<file path="config.mk">
export PLATFORM = sky130hd
export DESIGN_NAME = a2d_load_intf
export DESIGN_NICKNAME = d
export VERILOG_FILES = /design/src/rtl/a2d_load_intf.sv
export SDC_FILE = /design/constraint.sdc
export NUM_CORES = 1
export LEC_CHECK = 0
export ABC_AREA = 1
export BUFFER_PORTS_ARGS = -buffer_cell sky130_fd_sc_hd__clkbuf_2
export CAP_MARGIN = 20
export CORE_UTILIZATION = 50
export CTS_CLUSTER_DIAMETER = 60
export DETAILED_ROUTE_END_ITERATION = 8
export PLACE_DENSITY_LB_ADDON = 0.05
export SYNTH_ARGS = -nofsm -noshare
export SYNTH_HDL_FRONTEND = slang
export SYNTH_SLANG_ARGS = --single-unit
</file>
<file path="constraint.sdc">
create_clock -name clk -period 1.6 [get_ports clk]
set_clock_uncertainty 0.05 [all_clocks]
set_input_delay 0.32 -clock clk [delete_from_list [all_inputs] [get_ports clk]]
set_output_delay 0.32 -clock clk [all_outputs]
set_load 0.1 [all_outputs]
</file>
<file path="src/rtl/a2d_load_intf.sv">
// Round-robin SPI master for the 8-channel 12-bit A2D: reads ch0/4/5/6 into lft_ld/rght_ld/steer_pot/batt.
// Define LD_FILT_EN to replace raw lft_ld/rght_ld with a 4-sample moving average.
module a2d_load_intf #(
  parameter int fast_sim = 1
) (
  input  logic        clk,
  input  logic        rst,
  input  logic        MISO,
  output logic        SS_n,
  output logic        SCLK,
  output logic        MOSI,
  output logic [11:0] lft_ld,
  output logic [11:0] rght_ld,
  output logic [11:0] steer_pot,
  output logic [11:0] batt,
  output logic        vld
);

  typedef enum logic [2:0] {IDLE, XFER1, GAP1, XFER2, GAP2} state_t;

  localparam logic [19:0] PERIOD_M1 = (fast_sim != 0) ? 20'd8191 : 20'hFFFFF;
  localparam logic [9:0]  XFER_LAST = 10'd520;
  localparam logic [9:0]  GAP_LAST  = 10'd31;
  // Preload so the divider MSB drops 9 clk after SS_n falls, then toggles every 16 clk.
  localparam logic [4:0]  DIV_INIT  = 5'd23;

  function automatic logic [2:0] chan_of(input logic [1:0] idx);
    case (idx)
      2'd0:    return 3'd0;
      2'd1:    return 3'd4;
      2'd2:    return 3'd5;
      default: return 3'd6;
    endcase
  endfunction

  state_t      state_q, state_d;
  logic [9:0]  cnt_q, cnt_d;
  logic [4:0]  div_q, div_d;
  logic [15:0] shreg_q, shreg_d;
  logic        sclk_q, sclk_d;
  logic        ss_n_q, ss_n_d;
  logic        mosi_q, mosi_d;
  logic [1:0]  ch_q, ch_d;
  logic [19:0] timer_q, timer_d;
  logic [11:0] lft_q, lft_d;
  logic [11:0] rght_q, rght_d;
  logic [11:0] steer_q, steer_d;
  logic [11:0] batt_q, batt_d;
  logic        batt_done_q, batt_done_d;
  logic        vld_q, vld_d;
  logic        start_xfer;
  logic [11:0] raw;

`ifdef LD_FILT_EN
  logic [11:0] lft_hist_q [4];
  logic [11:0] lft_hist_d [4];
  logic [11:0] rght_hist_q [4];
  logic [11:0] rght_hist_d [4];
  logic        lft_filled_q, lft_filled_d;
  logic        rght_filled_q, rght_filled_d;

  function automatic logic [11:0] avg4(input logic [11:0] a, input logic [11:0] b,
                                       input logic [11:0] c, input logic [11:0] d);
    logic [13:0] s;
    s = {2'b00, a} + {2'b00, b} + {2'b00, c} + {2'b00, d};
    return 12'(s >> 2);
  endfunction
`endif

  always_comb begin
    state_d     = state_q;
    cnt_d       = cnt_q;
    div_d       = div_q;
    shreg_d     = shreg_q;
    sclk_d      = sclk_q;
    ss_n_d      = ss_n_q;
    mosi_d      = mosi_q;
    ch_d        = ch_q;
    lft_d       = lft_q;
    rght_d      = rght_q;
    steer_d     = steer_q;
    batt_d      = batt_q;
    batt_done_d = 1'b0;
    vld_d       = batt_done_q;
    start_xfer  = 1'b0;
    raw         = shreg_q[11:0];
    timer_d     = (timer_q == PERIOD_M1) ? 20'd0 : timer_q + 20'd1;
`ifdef LD_FILT_EN
    lft_hist_d    = lft_hist_q;
    rght_hist_d   = rght_hist_q;
    lft_filled_d  = lft_filled_q;
    rght_filled_d = rght_filled_q;
`endif

    case (state_q)
      IDLE: begin
        ss_n_d = 1'b1;
        sclk_d = 1'b1;
        // A wrap that lands mid-round is never seen here, so it is simply dropped.
        if (timer_q == 20'd0) begin
          state_d    = XFER1;
          ch_d       = 2'd0;
          start_xfer = 1'b1;
        end
      end

      XFER1, XFER2: begin
        cnt_d  = cnt_q + 10'd1;
        div_d  = div_q + 5'd1;
        sclk_d = div_d[4];
        if (cnt_q == XFER_LAST) begin
          ss_n_d  = 1'b1;
          sclk_d  = 1'b1;
          cnt_d   = 10'd0;
          state_d = (state_q == XFER1) ? GAP1 : GAP2;
          if (state_q == XFER2) begin
            case (ch_q)
              2'd0: begin
`ifdef LD_FILT_EN
                for (int j = 3; j > 0; j--)
                  lft_hist_d[j] = lft_filled_q ? lft_hist_q[j-1] : raw;
                lft_hist_d[0] = raw;
                lft_filled_d  = 1'b1;
                lft_d = avg4(lft_hist_d[0], lft_hist_d[1], lft_hist_d[2], lft_hist_d[3]);
`else
                lft_d = raw;
`endif
              end
              2'd1: begin
`ifdef LD_FILT_EN
                for (int j = 3; j > 0; j--)
                  rght_hist_d[j] = rght_filled_q ? rght_hist_q[j-1] : raw;
                rght_hist_d[0] = raw;
                rght_filled_d  = 1'b1;
                rght_d = avg4(rght_hist_d[0], rght_hist_d[1], rght_hist_d[2], rght_hist_d[3]);
`else
                rght_d = raw;
`endif
              end
              2'd2: steer_d = raw;
              default: begin
                batt_d      = raw;
                batt_done_d = 1'b1;
              end
            endcase
          end
        end
        // MOSI moves on SCLK falls; MISO is captured as SCLK rises.
        if (sclk_q && !sclk_d) mosi_d = shreg_q[15];
        if (!sclk_q && sclk_d) shreg_d = {shreg_q[14:0], MISO};
      end

      GAP1: begin
        ss_n_d = 1'b1;
        sclk_d = 1'b1;
        cnt_d  = cnt_q + 10'd1;
        if (cnt_q == GAP_LAST) begin
          state_d    = XFER2;
          start_xfer = 1'b1;
        end
      end

      GAP2: begin
        ss_n_d = 1'b1;
        sclk_d = 1'b1;
        cnt_d  = cnt_q + 10'd1;
        if (cnt_q == GAP_LAST) begin
          if (ch_q == 2'd3) begin
            state_d = IDLE;
          end else begin
            ch_d       = ch_q + 2'd1;
            state_d    = XFER1;
            start_xfer = 1'b1;
          end
        end
      end

      default: begin
        state_d = IDLE;
        ss_n_d  = 1'b1;
        sclk_d  = 1'b1;
      end
    endcase

    if (start_xfer) begin
      ss_n_d  = 1'b0;
      sclk_d  = 1'b1;
      cnt_d   = 10'd0;
      div_d   = DIV_INIT;
      shreg_d = {2'b00, chan_of(ch_d), 11'h000};
    end
  end

  always_ff @(posedge clk) begin
    if (rst) begin
      state_q     <= IDLE;
      cnt_q       <= 10'd0;
      div_q       <= DIV_INIT;
      shreg_q     <= 16'h0000;
      sclk_q      <= 1'b1;
      ss_n_q      <= 1'b1;
      mosi_q      <= 1'b0;
      ch_q        <= 2'd0;
      timer_q     <= 20'd0;
      lft_q       <= 12'h000;
      rght_q      <= 12'h000;
      steer_q     <= 12'h000;
      batt_q      <= 12'h000;
      batt_done_q <= 1'b0;
      vld_q       <= 1'b0;
`ifdef LD_FILT_EN
      for (int j = 0; j < 4; j++) begin
        lft_hist_q[j]  <= 12'h000;
        rght_hist_q[j] <= 12'h000;
      end
      lft_filled_q  <= 1'b0;
      rght_filled_q <= 1'b0;
`endif
    end else begin
      state_q     <= state_d;
      cnt_q       <= cnt_d;
      div_q       <= div_d;
      shreg_q     <= shreg_d;
      sclk_q      <= sclk_d;
      ss_n_q      <= ss_n_d;
      mosi_q      <= mosi_d;
      ch_q        <= ch_d;
      timer_q     <= timer_d;
      lft_q       <= lft_d;
      rght_q      <= rght_d;
      steer_q     <= steer_d;
      batt_q      <= batt_d;
      batt_done_q <= batt_done_d;
      vld_q       <= vld_d;
`ifdef LD_FILT_EN
      for (int j = 0; j < 4; j++) begin
        lft_hist_q[j]  <= lft_hist_d[j];
        rght_hist_q[j] <= rght_hist_d[j];
      end
      lft_filled_q  <= lft_filled_d;
      rght_filled_q <= rght_filled_d;
`endif
    end
  end

  assign SS_n      = ss_n_q;
  assign SCLK      = sclk_q;
  assign MOSI      = mosi_q;
  assign lft_ld    = lft_q;
  assign rght_ld   = rght_q;
  assign steer_pot = steer_q;
  assign batt      = batt_q;
  assign vld       = vld_q;

endmodule

</file>
==> impl_metrics.toml, run 1 <==
[die]
core_sq_mm = 0.00889
ios = 55
die_area_sq_mm = 0.00971
fp.dieH_um = 98.6
num_rows = 34
die_w_um = 98.6
initial_utilization_pct = 52.4

[final_layout]
final_cell_area_sq_mm = 0.00714
finalNetCount = 804
syn_to_final_growth_pct = 53.2
final_util_pct = 80.3
antenna_cells = 0
n_fill_cell = 579
drive_gt1_share_pct = 47.3

[placement]
place_ws_ns = -0.244
place_area_sq_mm = 0.00563
hpwl_um = 8240
gp_congestion = 0.923
io_buffers = 54

[detailed_routing]
drt_iter0_drc = 196
wirelength_um = 13700
dr_wl_met2_um = 6980
via_per_inst = 5.30
firstDrtPassIters = 5
top_layer = "met4"
dr_wl_met3_um = 494
avgRoutedWirePerCell_um = 15.0
num_vias = 4817
route.detailed.drc = 0
ant_nets = 0
wl_met1_um = 5940

[yosys]
synth_async_sr_flop_share_pct = 0
synthTopCellsByCount = "109 x dfxtp_1, 107 x nand2_1, 103 x inv_1, 82 x a21oi_1, 55 x o21ai_0"
synth_area_sq_mm = 0.00466
synth_ff_type = "dfxtp_1"
syn_avg_cell_area_sq_um = 7.30
synth_area_leaders = "dfxtp_1 47%, a21oi_1 8.8%, nand2_1 8.6%"
synth_most_common_cell = "dfxtp_1"
syn_nets = 647
ys_types = 31
synth_top_area_share_pct = 46.8
synth-seq-cells = 109
yosys_warnings = 0
yosysTopAreaCell = "dfxtp_1"
syn_inst = 639
synth_edf_count = 0
yosysSeqAreaShare_pct = 46.8

[global_routing]
grt_pass1_vias = 4377
grt_max_degree = 38
grt_usage_pct = 25.8
grt_overflow = 0
grt_first_pass_wirelength_um = 20100
antenna_found_initial = 0

[power]
power_mw = 7.19
switching_share_pct = 35.2
power_frac_seq_pct = 41.3
p_clk_share_pct = 24.9
power.internal_mw = 4.66
p_switching_mw = 2.53
cellPowerDensity_mw_per_mm2 = 1010
ir_worst_vdd_uv = 1030
p_comb_share_pct = 33.8
p_leak_nw = 2.91

[worst_setup_path]
cp_max_fo = 4
worstPathRequired_ns = 1.83
r2r_start = "cnt_q[1]"
endpoint_kind = "flip-flop"
cp_common_cell = "nand3_1"
slowest_delay_ns = 0.38
worstPathCellList = "buf_12 > ha_4 > nand4_1 > inv_2 > nand2_2 > inv_2 > buf_4 > o21bai_1 > nand3_1 > nand3_1 > nand3_1 > and2_1"
startpoint = "cnt_q[1]"
worst_ep_arrival_time_ns = 2.03
critPathSlowestCell = "dfxtp_4"
worstSetupPathType = "flip-flop to flip-flop"
ff2ff_path_depth = 12
worstSetupStartpointType = "flip-flop"

[flow_run]
cap_viol_max_count = 0

[sta]
layout_min_cycle_time_ns = 1.80
fin_ws_ns = -0.198
hold_violations = 0
worst_slew_pin_slew_ns = 0.557
drv_slew = 0
rsz0062_at_grt = "true"
post-route-period-util_pct = 112
slew_headroom_pct = 63.0
finalSetupViolCount = 100
max_freq_mhz = 556

[clock_network]
clk_path_buf_depth = 2
tritoncts = "built"
clock_latency_ns = 0.38
cts_hold_buf = 0
cts.sinks = 109
root_buffer = "clkbuf_8"
ctsHtreeMaxLevel = 3
cts_buffers = 9
clk_pin_slew_ns = 0.11

[outcome]
violations = "setup timing"
outcome = "finished with violations"

[min_path]
min_delay_path_depth = 3
hold_class = "input pin to flip-flop"
min_from = "MISO"
## flip-flops by register name (all words and copies together) (netlist names)
register and flops:
rght_ld 12, vld 1, shreg_q 16, MOSI 1, state_q 3, ch_q 2
SCLK 1, lft_ld 12, cnt_q 10, div_q 5, batt_done_q 1, timer_q 20
steer_pot 12, SS_n 1, batt 12
## cells in the final DEF, fill, tap and decap left out, types with 6 or more instances in the layout
cell / count
nand2_2: 16
inv_2: 10
o21ai_2: 11
xor2_1: 7
buf_4: 84
nor2_4: 10
clkbuf_2: 27
nor2_1: 26
a21oi_1: 17
nand2_1: 86
buf_2: 27
nand3_4: 11
o21ai_0: 15
nor2_2: 17
o21a_1: 12
buf_6: 15
nand4_1: 15
inv_4: 6
dfxtp_2: 10
inv_1: 88
dfxtp_1: 95
a21oi_2: 65
clkbuf_8: 9
o21ai_1: 28
nand3_1: 24
nand3_2: 7
buf_12: 9
## cell type report
class | instances | area, sq um | area share (%)
clock buffer | 9 | 124 | 1.73
clock inverter | 7 | 91.3 | 1.28
inverter | 105 | 417 | 5.83
multi-input combinational | 403 | 2790 | 39.1
sequential | 109 | 2210 | 30.9
tap | 108 | 135 | 1.89
timing repair buffer | 168 | 1370 | 19.2
## metal layers
layer	up-vias	track usage, %
met5	-	0
met4	0	8.84
met3	24	4.11
met2	112	45.1
met1	2298	32.3
li1	2383	-
## power by group through the flow
stage	registers, mW	clock network [mW]	logic [mW]
final	2.97	1.79	2.43
after global routing	2.98	1.91	2.64
after CTS	2.94	1.82	1.80
after detailed placement	2.99	0	1.58
after global placement	2.99	0	1.55
after floorplan	3.04	0	0.889
## cells by family after synthesis
kind of cell	Yosys count	share of synthesized area [%]
compound gates	154	17.4
flops	109	46.8
simple gates	235	22.2
fa+ha+maj	5	1.34
buf+inv	128	10.7
xor+xnor	8	1.50
## path summary, 6_finish.rpt
kind	endpoint	slack, ns
worst max-delay path	shreg_q[11]	-0.20
worst min-delay path	shreg_q[0]	0.13
worst max register to register	shreg_q[11]	-0.20
worst min register to register	vld	0.37
## through the flow
| step | instances | TNS [ns] | hold WS [ns] |
|---|---|---|---|
| floorplan | 639 | -2.42 | 0.338 |
| global placement | 856 | -14.32 | 0.344 |
| detailed placement | 856 | -16.24 | 0.352 |
| CTS | 886 | -3.71 | 0.114 |
| global route | 909 | -19.75 | 0.136 |
| finish | 909 | -9.95 | 0.134 |
## timing repair
item | in CTS | in global routing
pin swaps | 13 | 36
resized for setup | 102 | 185
setup buffers | 12 | 20
hold endpoints to repair | 0 | 0
endpoints found under the setup margin | 105 | 133
cloned | 2 | 3
## worst max-delay path: cells and delay by family, from the launching register on
family | cells | cell delay [ns]
AO/OA/AOI/OAI | 1 | 0.11
buffers and inverters | 4 | 0.37
adder cells (fa/ha/maj) | 1 | 0.15
AND/OR/NAND/NOR | 6 | 0.64
flip-flops | 1 | 0.38
Note: power is estimated with default switching activity, not from simulation.
==> run 2: changes to the inputs <==
--- a/config.mk
+++ b/config.mk
@@ -8,4 +8,3 @@
 export ABC_AREA = 1
-export BUFFER_PORTS_ARGS = -buffer_cell sky130_fd_sc_hd__clkbuf_2
-export CAP_MARGIN = 20
+export BUFFER_PORTS_ARGS = -buffer_cell sky130_fd_sc_hd__buf_2
 export CORE_UTILIZATION = 50
==> constraint.sdc (replaced) <==
create_clock -name clk -period 1.6 [get_ports clk]
set_clock_uncertainty 0.05 [all_clocks]
set_input_delay 0.08 -clock clk [delete_from_list [all_inputs] [get_ports clk]]
set_output_delay 0.08 -clock clk [all_outputs]
set_load 0.1 [all_outputs]
==> run 2 against run 1 <==
- the flow still finishes with violations (setup timing)
- count of clock-buffer cells in the layout did not move
- utilization is 1.3 points lower
- sequential share of layout area rose by 0.64 points
- largest cell class unchanged
==> impl_metrics.toml, run 2 (synthesis results as in run 1) <==
[worst_setup_path]
startpoint = "cnt_q[1]"
reg2reg_to = "rght_ld[7]"
worstPathCellList = "inv_2 > ha_4 > nand3_4 > nor2_4 > nand2_4 > nor3_4 > buf_4 > nand2_8 > buf_4 > a21oi_1"
slowest_delay_ns = 0.34
ff2ff_path_depth = 10
worstSetupPathType = "flip-flop to flip-flop"
regToRegSetupSlack_ns = -0.18
endpoint_kind = "flip-flop"
cp_max_fo = 15
worstSetupStartpointType = "flip-flop"
worst_ep_arrival_time_ns = 2.04
critPathSlowestCell = "dfxtp_2"
cp_common_cell = "buf_4"
cp-endpoint = "rght_ld[7]"
worstPathRequired_ns = 1.86
r2r_start = "cnt_q[1]"

[die]
core_sq_mm = 0.00889
num_rows = 34
die_area_sq_mm = 0.00971
fp.dieH_um = 98.6
die_w_um = 98.6
ios = 55
initial_utilization_pct = 52.4

[final_layout]
n_fill_cell = 598
antenna_cells = 0
finalNetCount = 801
layout_commonest_cell = "dfxtp_1"
largest_register = "timer_q"
final_cells = 906
final_cell_mix = "90 x dfxtp_1, 83 x inv_1, 83 x buf_4"
reg_top3 = "timer_q x20, shreg_q x16"
final_util_pct = 79.0
multi_input_area_sq_mm = 0.00278
final_cell_area_sq_mm = 0.00702
drive_gt1_share_pct = 45.7
largest_reg_flops = 20
ff_latch_area_sq_mm = 0.00222
syn_to_final_growth_pct = 50.6

[detailed_routing]
wirelength_um = 13300
num_vias = 4845
drt_iter0_drc = 198
via_per_inst = 5.35
route.detailed.drc = 0
ant_nets = 0
firstDrtPassIters = 5
avgRoutedWirePerCell_um = 14.6

[sta]
layout_min_cycle_time_ns = 1.78
post-route-period-util_pct = 111
rsz0062_at_grt = "true"
whs_ns = 0.0530
hold_violations = 0
worst_slew_pin_slew_ns = 0.495
fin_ws_ns = -0.180
max_freq_mhz = 562
slew_headroom_pct = 67.3
drv_slew = 0
tns_ns = -7.13
finalSetupViolCount = 100

[global_routing]
antenna_found_initial = 0
grt_usage_pct = 25.2
grt_overflow = 0
grt_max_degree = 25
grt_first_pass_wirelength_um = 19800
grt_pass1_vias = 4494

[placement]
place_area_sq_mm = 0.00566
io_buffers = 54
placedCellCount = 858
gp_congestion = 0.874
hpwl_um = 8230
place_ws_ns = -0.254

[clock_network]
clk_path_buf_depth = 2
cts.sinks = 109
tritoncts = "built"
clk_pin_slew_ns = 0.12
cts_buffers = 9
clock_latency_ns = 0.38
ctsHtreeMaxLevel = 3
root_buffer = "clkbuf_8"

[power]
ir_worst_vdd_uv = 1040
cellPowerDensity_mw_per_mm2 = 1030
p_leak_nw = 2.95
power_mw = 7.27

[flow_run]
cap_viol_max_count = 0

[outcome]
violations = "setup timing"
outcome = "finished with violations"

[min_path]
hold_class = "input pin to flip-flop"
## run 2: what timing repair did
action	in CTS	in global routing
buffers inserted	14	15
gates resized for setup	102	162
gates cloned	1	1
hold buffers	1	0
endpoints found under the setup margin	106	107
pin swaps	19	49
hold endpoints to repair	1	0
## run 2: worst min-delay path by stage
stage	slack, ns	cells after the start	endpoint	startpoint
after global routing	0.07	3	SCLK	rst
after detailed placement	0.30	3	shreg_q[0]	MISO
after CTS	0.01	3	SCLK	rst
final	0.05	3	SS_n	rst
after floorplan	0.17	2	shreg_q[0]	MISO
after global placement	0.29	3	shreg_q[0]	MISO
## run 2: area by class of cell
class / instances / area share, %
clock inverter: 7 / 1.10
multi-input combinational: 402 / 39.6
clock buffer: 9 / 1.76
sequential: 109 / 31.6
tap: 108 / 1.92
timing repair buffer: 166 / 18.1
inverter: 105 / 5.91
## run 2: worst max-delay path, delay by kind of cell (launching register included)
kind	cells	cell delay [ns]
AO/OA/AOI/OAI	1	0.20
adder cells (fa/ha/maj)	1	0.14
buffers and inverters	3	0.44
flip-flops	1	0.34
AND/OR/NAND/NOR	5	0.56
## run 2: where the power goes
group / switching [mW] / leakage (nW) / internal (mW)
registers: 0.145 / 0.887 / 2.84
clock network: 1.08 / 0.104 / 0.624
logic: 1.46 / 1.96 / 1.11
## run 2: routing by layer
| layer | global-route usage, % | routed length, um | up-vias |
|---|---|---|---|
| li1 | - | - | 2383 |
| met1 | 31.1 | 5620 | 2304 |
| met2 | 44.1 | 6830 | 130 |
| met3 | 3.62 | 554 | 28 |
| met4 | 10.9 | 246 | 0 |
| met5 | 0 | 0 | - |
==> run 3: changes to the inputs <==
--- a/config.mk
+++ b/config.mk
@@ -12,2 +12,3 @@
 export DETAILED_ROUTE_END_ITERATION = 8
+export GPL_TIMING_DRIVEN = 1
 export PLACE_DENSITY_LB_ADDON = 0.05
==> constraint.sdc (replaced) <==
create_clock -name clk -period 1.6 [get_ports clk]
set_clock_uncertainty 0.05 [all_clocks]
set_input_delay 0.32 -clock clk [delete_from_list [all_inputs] [get_ports clk]]
set_output_delay 0.32 -clock clk [all_outputs]
set_load 0.1 [all_outputs]
==> run 3 against run 2 <==
- first-iteration DRC count is 2.0% higher
- clock power is 5% lower
- count of clock-buffer cells in the layout stayed put
- critical path depth is 1 higher
- flip-flop and latch count stayed put
- via count is 2.6% lower
- sequential share of layout area is 1.1 points higher
- highest routed layer unchanged
- fmax is 2.4% higher
- worst setup slack better by 0.042 ns
- the flow still finishes with violations (setup timing)
==> impl_metrics.toml, run 3 (synthesis results as in run 1) <==
[clock_network]
clock_latency_ns = 0.37
cts_hold_buf = 0
ctsHtreeMaxLevel = 3
clk_path_buf_depth = 2
tritoncts = "built"
root_buffer = "clkbuf_8"
cts_buffers = 9
clk_pin_slew_ns = 0.10
cts.sinks = 109

[sta]
worst_slew_pin_slew_ns = 0.506
max_freq_mhz = 576
hold_violations = 0
finalSetupViolCount = 95
fin_ws_ns = -0.138
rsz0062_at_grt = "true"
slew_headroom_pct = 66.5
tns_ns = -6.52
whs_ns = 0.157
post-route-period-util_pct = 109
layout_min_cycle_time_ns = 1.74
drv_slew = 0

[worst_setup_path]
slowest_delay_ns = 0.35
reg2reg_to = "steer_pot[9]"
startpoint = "cnt_q[1]"
r2r_start = "cnt_q[1]"
cp_max_fo = 12
ff2ff_path_depth = 11
endpoint_kind = "flip-flop"
worstPathRequired_ns = 1.87
cp_common_cell = "buf_12"
worstSetupPathType = "flip-flop to flip-flop"
cp-endpoint = "steer_pot[9]"
worstPathCellList = "inv_2 > ha_4 > nand3_2 > nor2_4 > nand2_2 > nor3_4 > buf_12 > nand3_4 > buf_12 > a21oi_1 > o21a_1"
critPathSlowestCell = "dfxtp_2"
worst_ep_arrival_time_ns = 2.01
worstSetupStartpointType = "flip-flop"
regToRegSetupSlack_ns = -0.14

[die]
die_w_um = 98.6
fp.dieH_um = 98.6
num_rows = 34
core_sq_mm = 0.00889
die_area_sq_mm = 0.00971
initial_utilization_pct = 52.4
ios = 55

[power]
ir_worst_vdd_uv = 928
power_mw = 6.80
p_leak_nw = 2.82
cellPowerDensity_mw_per_mm2 = 1010

[global_routing]
grt_max_degree = 25
grt_first_pass_wirelength_um = 19400
grt_overflow = 0
grt_usage_pct = 24.8
grt_pass1_vias = 4217
antenna_found_initial = 0

[final_layout]
reg_top3 = "timer_q x20, shreg_q x16"
finalNetCount = 795
drive_gt1_share_pct = 41.8
largest_register = "timer_q"
n_fill_cell = 654
final_cell_area_sq_mm = 0.00674
layout_commonest_cell = "dfxtp_1"
largest_reg_flops = 20
final_cell_mix = "94 x dfxtp_1, 93 x nand2_1, 87 x inv_1"
final_cells = 900
syn_to_final_growth_pct = 44.6
final_util_pct = 75.8
antenna_cells = 0

[detailed_routing]
via_per_inst = 5.24
avgRoutedWirePerCell_um = 14.1
route.detailed.drc = 0
num_vias = 4719
ant_nets = 0
firstDrtPassIters = 5
wirelength_um = 12700
drt_iter0_drc = 202

[placement]
gp_congestion = 0.911
hpwl_um = 8040
io_buffers = 54
place_area_sq_mm = 0.00564
placedCellCount = 858
place_ws_ns = -0.249

[outcome]
violations = "setup timing"
outcome = "finished with violations"

[min_path]
hold_class = "input pin to flip-flop"

[flow_run]
cap_viol_max_count = 0
run 3: worst min-delay path by stage:
stage | depth (start not counted) | endpoint | start
after CTS | 3 | shreg_q[0] | MISO
after detailed placement | 2 | vld | batt_done_q
after floorplan | 2 | vld | batt_done_q
after global routing | 3 | shreg_q[0] | MISO
after global placement | 2 | vld | batt_done_q
final | 3 | shreg_q[0] | MISO
run 3: critical path: cells and delay by family, from the launching register on:
kind | cells | cell delay, ns
adders and majority gates | 1 | 0.13
buffers and inverters | 3 | 0.39
DFF | 1 | 0.35
AOI/OAI and AO/OA | 2 | 0.28
and+or+nand+nor | 5 | 0.49
run 3: routing by layer:
| metal | vias up | track usage (%) | part of all wire (%) |
|---|---|---|---|
| li1 | 2370 | - | - |
| met5 | - | 0 | 0 |
| met2 | 139 | 42.0 | 49 |
| met4 | 0 | 8.96 | 1.7 |
| met1 | 2190 | 32.8 | 44 |
| met3 | 20 | 2.98 | 4.6 |
run 3: layout make-up:
cell class,count,area (sq um),area share [%]
multi-input cells,403,2580,38.3
flip-flops and latches,109,2210,32.7
repair buffers,159,1230,18.2
inverters,105,404,5.99
well taps,108,135,2.00
clock buffers,9,124,1.84
clock inverters,7,66.3,0.983
run 3: where the power goes:
group / internal (mW) / switching [mW]
Clock: 0.605 / 1.01
Sequential: 2.84 / 0.118
Combinational: 0.977 / 1.25
run 3: what timing repair did:
action,4_1_cts,5_1_grt
buffers inserted,9,8
pin swaps,18,19
cloned,3,6
gates resized for setup,88,108
endpoints found under the hold margin,0,0
setup endpoints to repair,105,104
